<file path="src/rtl/addr_seq_pkg.sv">
// Shared constants for the operand/effective-address sequencer: decoded addressing modes,
// index select values and the sequencer state encoding.
package addr_seq_pkg;

  localparam logic [4:0] OP_IMM = 5'd1;
  localparam logic [4:0] OP_ZPG = 5'd2;
  localparam logic [4:0] OP_ZXY = 5'd3;
  localparam logic [4:0] OP_ABS = 5'd4;
  localparam logic [4:0] OP_AXY = 5'd5;
  localparam logic [4:0] OP_XIN = 5'd6;
  localparam logic [4:0] OP_INY = 5'd7;

  localparam logic IDX_X = 1'b0;
  localparam logic IDX_Y = 1'b1;

  typedef enum logic [3:0] {
    ST_IDLE = 4'd0,
    ST_OPL  = 4'd1,
    ST_OPH  = 4'd2,
    ST_IDX  = 4'd3,
    ST_PTRL = 4'd4,
    ST_PTRH = 4'd5,
    ST_FIX  = 4'd6,
    ST_RD   = 4'd7,
    ST_DWR  = 4'd8,
    ST_WR   = 4'd9,
    ST_DONE = 4'd10
  } seq_state_e;

  // Other op types belong to the control-flow sequencer.
  function automatic logic is_data_op(input logic [4:0] op);
    return (op == OP_IMM) || (op == OP_ZPG) || (op == OP_ZXY) || (op == OP_ABS) ||
           (op == OP_AXY) || (op == OP_XIN) || (op == OP_INY);
  endfunction

endpackage

</file>
<file path="src/rtl/addr_seq_ea_add.sv">
// 8-bit base+index adder used for zero-page indexing, pointer increment and low-byte indexing.
module ea_add (
  input  logic [7:0] base,
  input  logic [7:0] idx,
  output logic [7:0] sum,
  output logic       carry
);

  assign {carry, sum} = {1'b0, base} + {1'b0, idx};

endmodule

</file>
<file path="src/rtl/addr_seq.sv">
// Operand/effective-address sequencer: runs 6502-exact bus cycles for the data addressing modes
// and returns the read operand.
module addr_seq
  import addr_seq_pkg::*;
#(
  parameter int AW = 16
) (
  input  logic          clk,
  input  logic          rst,
  input  logic          start,
  input  logic [4:0]    op_type,
  input  logic          idx_XY,
  input  logic          mem_rd,
  input  logic          mem_wr,
  input  logic          rdy,
  input  logic [AW-1:0] pc,
  input  logic [7:0]    x,
  input  logic [7:0]    y,
  input  logic [7:0]    wdata,
  input  logic [7:0]    din,
  output logic [AW-1:0] addr,
  output logic          we,
  output logic [7:0]    dout,
  output logic          pc_inc,
  output logic [7:0]    opnd,
  output logic          busy,
  output logic          done
);

  seq_state_e    state_q, state_d;
  logic [AW-1:0] addr_q, addr_d, pc_q, pc_d, ea_q, ea_d;
  logic          we_q, we_d, pc_inc_q, pc_inc_d, busy_q, busy_d, done_q, done_d;
  logic [7:0]    dout_q, dout_d, opnd_q, opnd_d, lo_q, lo_d, ptr_q, ptr_d;
  logic [4:0]    op_q, op_d;
  logic          idx_sel_q, idx_sel_d, rd_q, rd_d, wr_q, wr_d;

  logic [7:0]    idx_s, zp_idx_s, lo_idx_s, zp_sum_s, ptr_inc_s, lo_sum_s;
  logic          zp_carry_s, ptr_carry_s, lo_carry_s, unused_carry_s;
  logic [AW-1:0] mem_ea_s, fix_addr_s, fix_ea_s;
  logic          go_mem_s, go_done_s;

  assign idx_s    = idx_sel_q ? y : x;
  assign zp_idx_s = (op_q == OP_XIN) ? x : idx_s;
  assign lo_idx_s = (op_q == OP_INY) ? y : idx_s;

  ea_add u_zp_add  (.base(lo_q),  .idx(zp_idx_s), .sum(zp_sum_s),  .carry(zp_carry_s));
  ea_add u_ptr_add (.base(ptr_q), .idx(8'd1),     .sum(ptr_inc_s), .carry(ptr_carry_s));
  ea_add u_lo_add  (.base(lo_q),  .idx(lo_idx_s), .sum(lo_sum_s),  .carry(lo_carry_s));

  // Zero-page arithmetic deliberately discards these carries.
  assign unused_carry_s = zp_carry_s ^ ptr_carry_s;

  // din carries the high byte when these are used (OPH of AXY, PTRH of INY).
  assign fix_addr_s = AW'({din, lo_sum_s});
  assign fix_ea_s   = AW'({din + {7'd0, lo_carry_s}, lo_sum_s});

  always_comb begin
    state_d   = state_q;
    addr_d    = addr_q;
    we_d      = we_q;
    dout_d    = dout_q;
    pc_inc_d  = 1'b0;
    opnd_d    = opnd_q;
    busy_d    = busy_q;
    done_d    = 1'b0;
    op_d      = op_q;
    idx_sel_d = idx_sel_q;
    rd_d      = rd_q;
    wr_d      = wr_q;
    pc_d      = pc_q;
    lo_d      = lo_q;
    ptr_d     = ptr_q;
    ea_d      = ea_q;
    go_mem_s  = 1'b0;
    go_done_s = 1'b0;
    mem_ea_s  = ea_q;

    case (state_q)
      ST_IDLE: begin
        addr_d = pc;
        we_d   = 1'b0;
        busy_d = 1'b0;
        if (start && is_data_op(op_type)) begin
          op_d      = op_type;
          idx_sel_d = idx_XY;
          rd_d      = mem_rd;
          wr_d      = mem_wr;
          pc_d      = pc;
          pc_inc_d  = 1'b1;
          busy_d    = 1'b1;
          state_d   = ST_OPL;
        end else begin
          state_d = ST_IDLE;
        end
      end
      ST_OPL: begin
        lo_d  = din;
        ptr_d = din;
        case (op_q)
          OP_IMM: begin
            opnd_d    = din;
            go_done_s = 1'b1;
          end
          OP_ZPG: begin
            go_mem_s = 1'b1;
            mem_ea_s = AW'(din);
          end
          OP_ZXY, OP_XIN: begin
            state_d = ST_IDX;
            addr_d  = AW'(din);
          end
          OP_ABS, OP_AXY: begin
            state_d  = ST_OPH;
            addr_d   = pc_q + AW'(1);
            pc_inc_d = 1'b1;
          end
          OP_INY: begin
            state_d = ST_PTRL;
            addr_d  = AW'(din);
          end
          default: go_done_s = 1'b1;
        endcase
      end
      ST_OPH, ST_PTRH: begin
        if ((op_q == OP_AXY) || (op_q == OP_INY)) begin
          // Page crossing, or any write, costs the extra FIX dummy read.
          if (lo_carry_s || wr_q) begin
            state_d = ST_FIX;
            addr_d  = fix_addr_s;
            ea_d    = fix_ea_s;
          end else begin
            go_mem_s = 1'b1;
            mem_ea_s = fix_ea_s;
          end
        end else begin
          go_mem_s = 1'b1;
          mem_ea_s = AW'({din, lo_q});
        end
      end
      ST_IDX: begin
        if (op_q == OP_XIN) begin
          state_d = ST_PTRL;
          ptr_d   = zp_sum_s;
          addr_d  = AW'(zp_sum_s);
        end else begin
          go_mem_s = 1'b1;
          mem_ea_s = AW'(zp_sum_s);
        end
      end
      ST_PTRL: begin
        lo_d    = din;
        state_d = ST_PTRH;
        addr_d  = AW'(ptr_inc_s);
      end
      ST_FIX: begin
        go_mem_s = 1'b1;
        mem_ea_s = ea_q;
      end
      ST_RD: begin
        opnd_d = din;
        if (wr_q) begin
          state_d = ST_DWR;
          we_d    = 1'b1;
          dout_d  = din;
        end else begin
          go_done_s = 1'b1;
        end
      end
      ST_DWR: begin
        state_d = ST_WR;
        we_d    = 1'b1;
        dout_d  = wdata;
      end
      ST_WR: go_done_s = 1'b1;
      ST_DONE: begin
        state_d = ST_IDLE;
        addr_d  = pc;
        we_d    = 1'b0;
        busy_d  = 1'b0;
      end
      default: begin
        state_d = ST_IDLE;
        busy_d  = 1'b0;
        we_d    = 1'b0;
      end
    endcase

    // Store-only ops skip the read; everything else (including RMW) reads first.
    if (go_mem_s) begin
      state_d = (wr_q && !rd_q) ? ST_WR : ST_RD;
      addr_d  = mem_ea_s;
      ea_d    = mem_ea_s;
      we_d    = wr_q && !rd_q;
      dout_d  = wdata;
    end else if (go_done_s) begin
      state_d = ST_DONE;
      addr_d  = pc;
      we_d    = 1'b0;
      busy_d  = 1'b0;
      done_d  = 1'b1;
    end else begin
      state_d = state_d;
    end
  end

  // rdy low freezes every register; only the single-cycle pulses drop.
  always_ff @(posedge clk or posedge rst) begin
    if (rst) begin
      state_q   <= ST_IDLE;
      addr_q    <= '0;
      we_q      <= 1'b0;
      dout_q    <= 8'd0;
      pc_inc_q  <= 1'b0;
      opnd_q    <= 8'd0;
      busy_q    <= 1'b0;
      done_q    <= 1'b0;
      op_q      <= 5'd0;
      idx_sel_q <= 1'b0;
      rd_q      <= 1'b0;
      wr_q      <= 1'b0;
      pc_q      <= '0;
      lo_q      <= 8'd0;
      ptr_q     <= 8'd0;
      ea_q      <= '0;
    end else if (rdy) begin
      state_q   <= state_d;
      addr_q    <= addr_d;
      we_q      <= we_d;
      dout_q    <= dout_d;
      pc_inc_q  <= pc_inc_d;
      opnd_q    <= opnd_d;
      busy_q    <= busy_d;
      done_q    <= done_d;
      op_q      <= op_d;
      idx_sel_q <= idx_sel_d;
      rd_q      <= rd_d;
      wr_q      <= wr_d;
      pc_q      <= pc_d;
      lo_q      <= lo_d;
      ptr_q     <= ptr_d;
      ea_q      <= ea_d;
    end else begin
      pc_inc_q <= 1'b0;
      done_q   <= 1'b0;
    end
  end

  assign addr   = addr_q;
  assign we     = we_q;
  assign dout   = dout_q;
  assign pc_inc = pc_inc_q;
  assign opnd   = opnd_q;
  assign busy   = busy_q;
  assign done   = done_q;

endmodule

</file>
<file path="config.mk">
export PLATFORM = sky130hd
export DESIGN_NAME = addr_seq
export DESIGN_NICKNAME = d
export VERILOG_FILES = /design/src/rtl/addr_seq_pkg.sv /design/src/rtl/addr_seq_ea_add.sv /design/src/rtl/addr_seq.sv
export SDC_FILE = /design/constraint.sdc
export NUM_CORES = 1
export LEC_CHECK = 0
export CELL_PAD_IN_SITES_DETAIL_PLACEMENT = 0
export CELL_PAD_IN_SITES_GLOBAL_PLACEMENT = 1
export CORE_MARGIN = 5
export CORE_UTILIZATION = 30
export DETAILED_ROUTE_END_ITERATION = 7
export PLACE_DENSITY_LB_ADDON = 0.1
export SLEW_MARGIN = 20
export SYNTH_ARGS = -nofsm -noshare
export SYNTH_HDL_FRONTEND = slang
export SYNTH_HIERARCHICAL = 1
export SYNTH_SLANG_ARGS = --single-unit
</file>
<file path="constraint.sdc">
create_clock -name clk -period 4.2 [get_ports clk]
set_input_delay 0.84 -clock clk [delete_from_list [all_inputs] [get_ports clk]]
set_output_delay 0.84 -clock clk [all_outputs]
set_load 0.02 [all_outputs]
</file>
==> out/summary.txt, run 1 <==
Commonest non-fill, non-tap cell in the layout: dfrtp_1
First-pass GRT wire length: 43.2 mm
Finished Layout Cells: 1283
Final Hold Viols: 0
Fin nets: 1044
Switching Fraction: 48.6%
Slowest Stage Delay on Critical Path: 0.45 ns
Post-DP HPWL: 21.7 mm
Syn Area/Cell: 8.93 um^2
Critical-path top delay cell: or4_1
Antenna cells: 0
Root buffer cell: clkbuf_16
Post-Route WL: 28.1 mm
Achievable Freq: 0.246 GHz
Synthesized cell area: 0.00731 mm^2
Cell Pwr Density: 843 mW/mm^2
Syn. warnings: 6
# hold bufs at CTS: 0
Area growth syn-to-layout: 29.0%
Layout cells sized above 1: 19.8%
Post-route cell area: 0.00943 mm^2
Rows: 57
Hold_ws: 0.476 ns
Crit Path Class: register to register
Final setup fails: 0
Slew HR: 45.0%
Initial Utilization: 30.2%
Register area: 0.00240 mm^2
Final slew viol count: 0
R2R depth: 17
Worst Tran Pin Value: 0.823 ns
Initial DRC Count: 436
Setup crit end kind: register
CTS tree: done
GP Congestion: 0.878
Hold WC Path Type: register to register
Cell count after synthesis: 818
Die span in y: 166 um
Initial antenna violation count: 0
Pre-CTS setup slack: -0.273 ns
Clock Sinks: 96
Crit-path cells: nor2_1 -> and4_1 -> nor2_4 -> mux2_2 -> ha_1 -> fa_1 -> a21oi_1 -> nor2b_1 -> a31oi_1 -> o21ai_1 -> buf_4 -> or2_2 -> nand2_2 -> o221ai_4 -> and2_4 -> or4_1 -> o221a_2
Internal: 4080 uW
CP Max Fanout: 8
Drt pass-1 iters: 5
Die outline width: 166 um
# IOs: 96
Bufs on Longest Clock Path: 2
Routed len/inst: 21.9 um
Global route total overflow: 0
Critical Path RT: 4.44 ns
Setup ws final: 0.129 ns
Vias per std cell: 5.51
RSZ-0062 raised after global routing: true
Status: complete, no violations
DP Cell Count: 1264
Critical path's top delay family: simple AND/OR/NAND/NOR gates
Vias in the first global route: 7013
Leak: 0.00388 uW
Area occupied by multi-input gates: 0.00474 mm^2
Crit path launch type: register
Post-layout min period: 4.07 ns
Crit path depth: 17
Combinational power share: 67.7%
GRT Total Usage: 19.8%
Clk slew on worst S/H paths: 0.07 ns
Clk network pwr share: 10.3%
Port-buffer cells: 95
Largest net degree at the start of global routing: 59
Worst hold stages: 2
Arrival time worst endpoint: 4.31 ns
Via count: 7063
Num CTS Buffers: 9
WP buf/inv: 1
Peak supply drop: 0.293 mV
Detail Route Antenna Nets: 0
FILL cells: 2458
Latest clock arrival within the worst-skew pair: 0.36 ns
CTS H-tree depth: 3
Final Skew: 0.0120 ns
Net Switching: 3860 uW
Placed Area: 0.00904 mm^2
Core Footprint: 0.0242 mm^2
Commonest non-fill, non-tap cells in the layout: dfrtp_1 (96), clkdlybuf4s50_1 (95), buf_4 (73), nand2_1 (71)
Die ar.: 0.0276 mm^2
Sequential Power Share: 22.0%
Final Cycle Share: 96.9%
MaxCap Viol Count: 0
Drt drc: 0
[layer usage]
metal / vias to the layer above / track usage (%) / routed length, um
li1: 3350 / - / -
met1: 3484 / 27.6 / 12900
met2: 204 / 33.4 / 13500
met3: 25 / 2.07 / 1240
met4: 0 / 4.63 / 459
met5: - / 0 / 0
[final timing paths]
check	from	to	slack [ns]
worst max-delay path	op_q[3]	ea_q[4]	0.13
worst min-delay path	ea_q[13]	ea_q[13]	0.48
worst max register to register	op_q[3]	ea_q[4]	0.13
worst min register to register	ea_q[13]	ea_q[13]	0.48
max in group asynchronous	rst	opnd[5]	2.52
min in group asynchronous	rst	rd_q	0.98
[power groups by stage]
stage / combinational, uW / sequential [uW] / clock [uW]
floorplan: 3170 / 1790 / 0
global placement: 5210 / 1750 / 0
detailed placement: 5240 / 1760 / 0
CTS: 5280 / 1740 / 846
global route: 5800 / 1810 / 879
finish: 5380 / 1740 / 820
[cell type report]
cell class,instances,area share [%]
clock inverter,7,0.557
inverter,16,0.663
multi-input combinational,661,50.3
tap,324,4.30
timing repair buffer,170,16.3
sequential,96,25.5
clock buffer,9,2.39
[sequential cells by signal (all words and copies together) (netlist names)]
name / flops
done: 1
ptr_q: 8
addr: 16
ea_q: 16
pc_q: 16
pc_inc: 1
op_q: 5
dout: 8
lo_q: 8
idx_sel_q: 1
rd_q: 1
we: 1
busy: 1
state_q: 4
wr_q: 1
opnd: 8
[repair_timing]
| action | in CTS | in global routing |
|---|---|---|
| pin swaps | 1 | 11 |
| setup endpoints to repair | 8 | 23 |
| resized for setup | 1 | 15 |
| buffers inserted | 1 | 2 |
| gates cloned | 0 | 0 |
[worst min-delay path, delay by kind of cell (launching register included)]
kind	cells	cell delay, ns
compound gates	1	0.06
simple gates	1	0.04
flops	1	0.34
[metrics by stage]
step	total power (uW)	util, %	TNS (ns)
after global routing	8490	39.0	-0.0511
after CTS	7860	38.6	0
final	7950	39.0	0
after global placement	6960	37.4	-4.13
after floorplan	4960	-	0
after detailed placement	7000	37.4	-4.88
(Power assumes the default switching activity.)
==> run 2: changes to the inputs <==
--- a/config.mk
+++ b/config.mk
@@ -12,4 +12,5 @@
 export DETAILED_ROUTE_END_ITERATION = 7
 export PLACE_DENSITY_LB_ADDON = 0.1
+export SKIP_LAST_GASP = 1
 export SLEW_MARGIN = 20
 export SYNTH_ARGS = -nofsm -noshare
==> constraint.sdc (replaced) <==
create_clock -name clk -period 4.2 [get_ports clk]
set_input_delay 0.84 -clock clk [delete_from_list [all_inputs] [get_ports clk]]
set_output_delay 0.84 -clock clk [all_outputs]
set_load 0.05 [all_outputs]
==> out/summary.txt, run 2 (synthesis gave the netlist of run 1 again) <==
Status: complete, no violations
Post-Route WL: 28.1 mm
Clock Sinks: 96
Largest net degree at the start of global routing: 59
GP Congestion: 0.878
R2R Setup Slk: 0.12 ns
Hold Path End: ea_q[13]
Initial DRC Count: 435
Gr busiest metal: met2
Arrival time worst endpoint: 4.31 ns
Worst hold stages: 2
Routed len/inst: 21.9 um
Critical Path RT: 4.44 ns
Drt drc: 0
CTS tree: done
GRT Total Usage: 19.8%
Die ar.: 0.0276 mm^2
Fin nets: 1044
Root buffer cell: clkbuf_16
Area growth syn-to-layout: 29.0%
Commonest non-fill, non-tap cell in the layout: dfrtp_1
Hold WC Path Type: register to register
CP Max Fanout: 8
Post-DP HPWL: 21.7 mm
Final Cycle Share: 97.1%
Leak: 0.00388 uW
Setup crit end kind: register
Register area: 0.00240 mm^2
Crit path launch type: register
Hold Startpoint: ea_q[13]
R2R Path Start: op_q[3]
Core Footprint: 0.0242 mm^2
Antenna cells: 0
Bufs on Longest Clock Path: 2
Final TNS setup: 0 ns
Die outline width: 166 um
Layout cells sized above 1: 19.8%
Clk slew on worst S/H paths: 0.07 ns
DP Cell Count: 1264
Routing usage on met2: 33.4%
Area occupied by multi-input gates: 0.00474 mm^2
# IOs: 96
Final Hold Viols: 0
R2R depth: 17
# hold bufs at CTS: 0
Latest clock arrival within the worst-skew pair: 0.36 ns
Via count: 7088
Finished Layout Cells: 1283
Num CTS Buffers: 9
Cell Pwr Density: 883 mW/mm^2
Vias in the first global route: 7013
Drt pass-1 iters: 5
Vias per std cell: 5.52
Final setup fails: 0
Met3 usage: 2.07%
Port-buffer cells: 95
Initial antenna violation count: 0
First-pass GRT wire length: 43.2 mm
Achievable Freq: 0.245 GHz
Reg2Reg Capture Point: ea_q[4]
Routing usage on met1: 27.6%
Slew HR: 44.0%
Initial Utilization: 30.2%
MaxCap Viol Count: 0
Die span in y: 166 um
RSZ-0062 raised after global routing: true
Global route total overflow: 0
CTS H-tree depth: 3
Final Skew: 0.0116 ns
Rows: 57
Peak supply drop: 0.291 mV
Hold_ws: 0.476 ns
Worst Tran Pin Value: 0.840 ns
Detail Route Antenna Nets: 0
FILL cells: 2458
Crit Path Class: register to register
Commonest non-fill, non-tap cells in the layout: dfrtp_1 (96), clkdlybuf4s50_1 (95), buf_4 (73), nand2_1 (71)
Final slew viol count: 0
Post-layout min period: 4.08 ns
==> run 2: cell counts in the layout (fill, tap and decap cells not counted) <==
No cell type changed its count.
==> run 2: power breakdown <==
part	leakage [uW]	internal [uW]	switching, uW
clock network	0.000137	409	414
logic	0.00256	2340	3420
registers	0.00118	1340	410
total	0.00388	4080	4240
==> run 2: what timing repair did <==
action,in CTS,in global routing
pin swaps,1,10
hold endpoints to repair,0,0
buffers inserted,1,2
resized for setup,1,15
gates cloned,0,0
endpoints found under the setup margin,8,23
==> run 2: area by class of cell <==
class,instances,area share (%)
Tap cell,324,4.30
Multi-Input combinational cell,661,50.3
Timing Repair Buffer,170,16.3
Inverter,16,0.663
Clock inverter,7,0.557
Clock buffer,9,2.39
Sequential cell,96,25.5
==> run 2: how the worst max path moves through the flow <==
stage / cells after the start / startpoint / to
after detailed placement: 17 / x[0] / addr[12]
final: 17 / op_q[3] / ea_q[4]
after CTS: 17 / op_q[4] / addr[3]
after floorplan: 18 / op_q[2] / ea_q[4]
after global placement: 15 / x[0] / addr[3]
after global routing: 17 / op_q[3] / ea_q[4]
==> run 2: routing by layer <==
layer	wire length [um]	vias to the layer above
met5	0	-
met4	477	0
met3	1130	29
met2	13500	201
met1	13000	3505
li1	-	3353
==> run 2: critical path, cell delays in order, from the launching register on <==
cell and delay, ns:
dfrtp_1 0.35, nor2_1 0.06, and4_1 0.25, nor2_4 0.21, mux2_2 0.37, ha_1 0.21, fa_1 0.39, a21oi_1 0.16
nor2b_1 0.08, a31oi_1 0.23, o21ai_1 0.12, buf_4 0.15, or2_2 0.32, nand2_2 0.11, o221ai_4 0.18, and2_4 0.20
or4_1 0.45, o221a_2 0.13
==> run 2: metrics by stage <==
stage	setup WS [ns]	cell area (um^2)	utilization (%)	total power, uW
finish	0.123	9430	39.0	8320
global route	-0.0303	9430	39.0	8870
CTS	0.0273	9340	38.6	8240
detailed placement	-0.273	9040	37.4	7370
global placement	-0.272	9040	37.4	7330
floorplan	0.00605	7350	-	5330
==> run 3: changes to the inputs <==
CTS_CLUSTER_DIAMETER = 100   (was default)
==> results of run 3 <==
Final layout, timing and power as in run 2 (identical DEF).
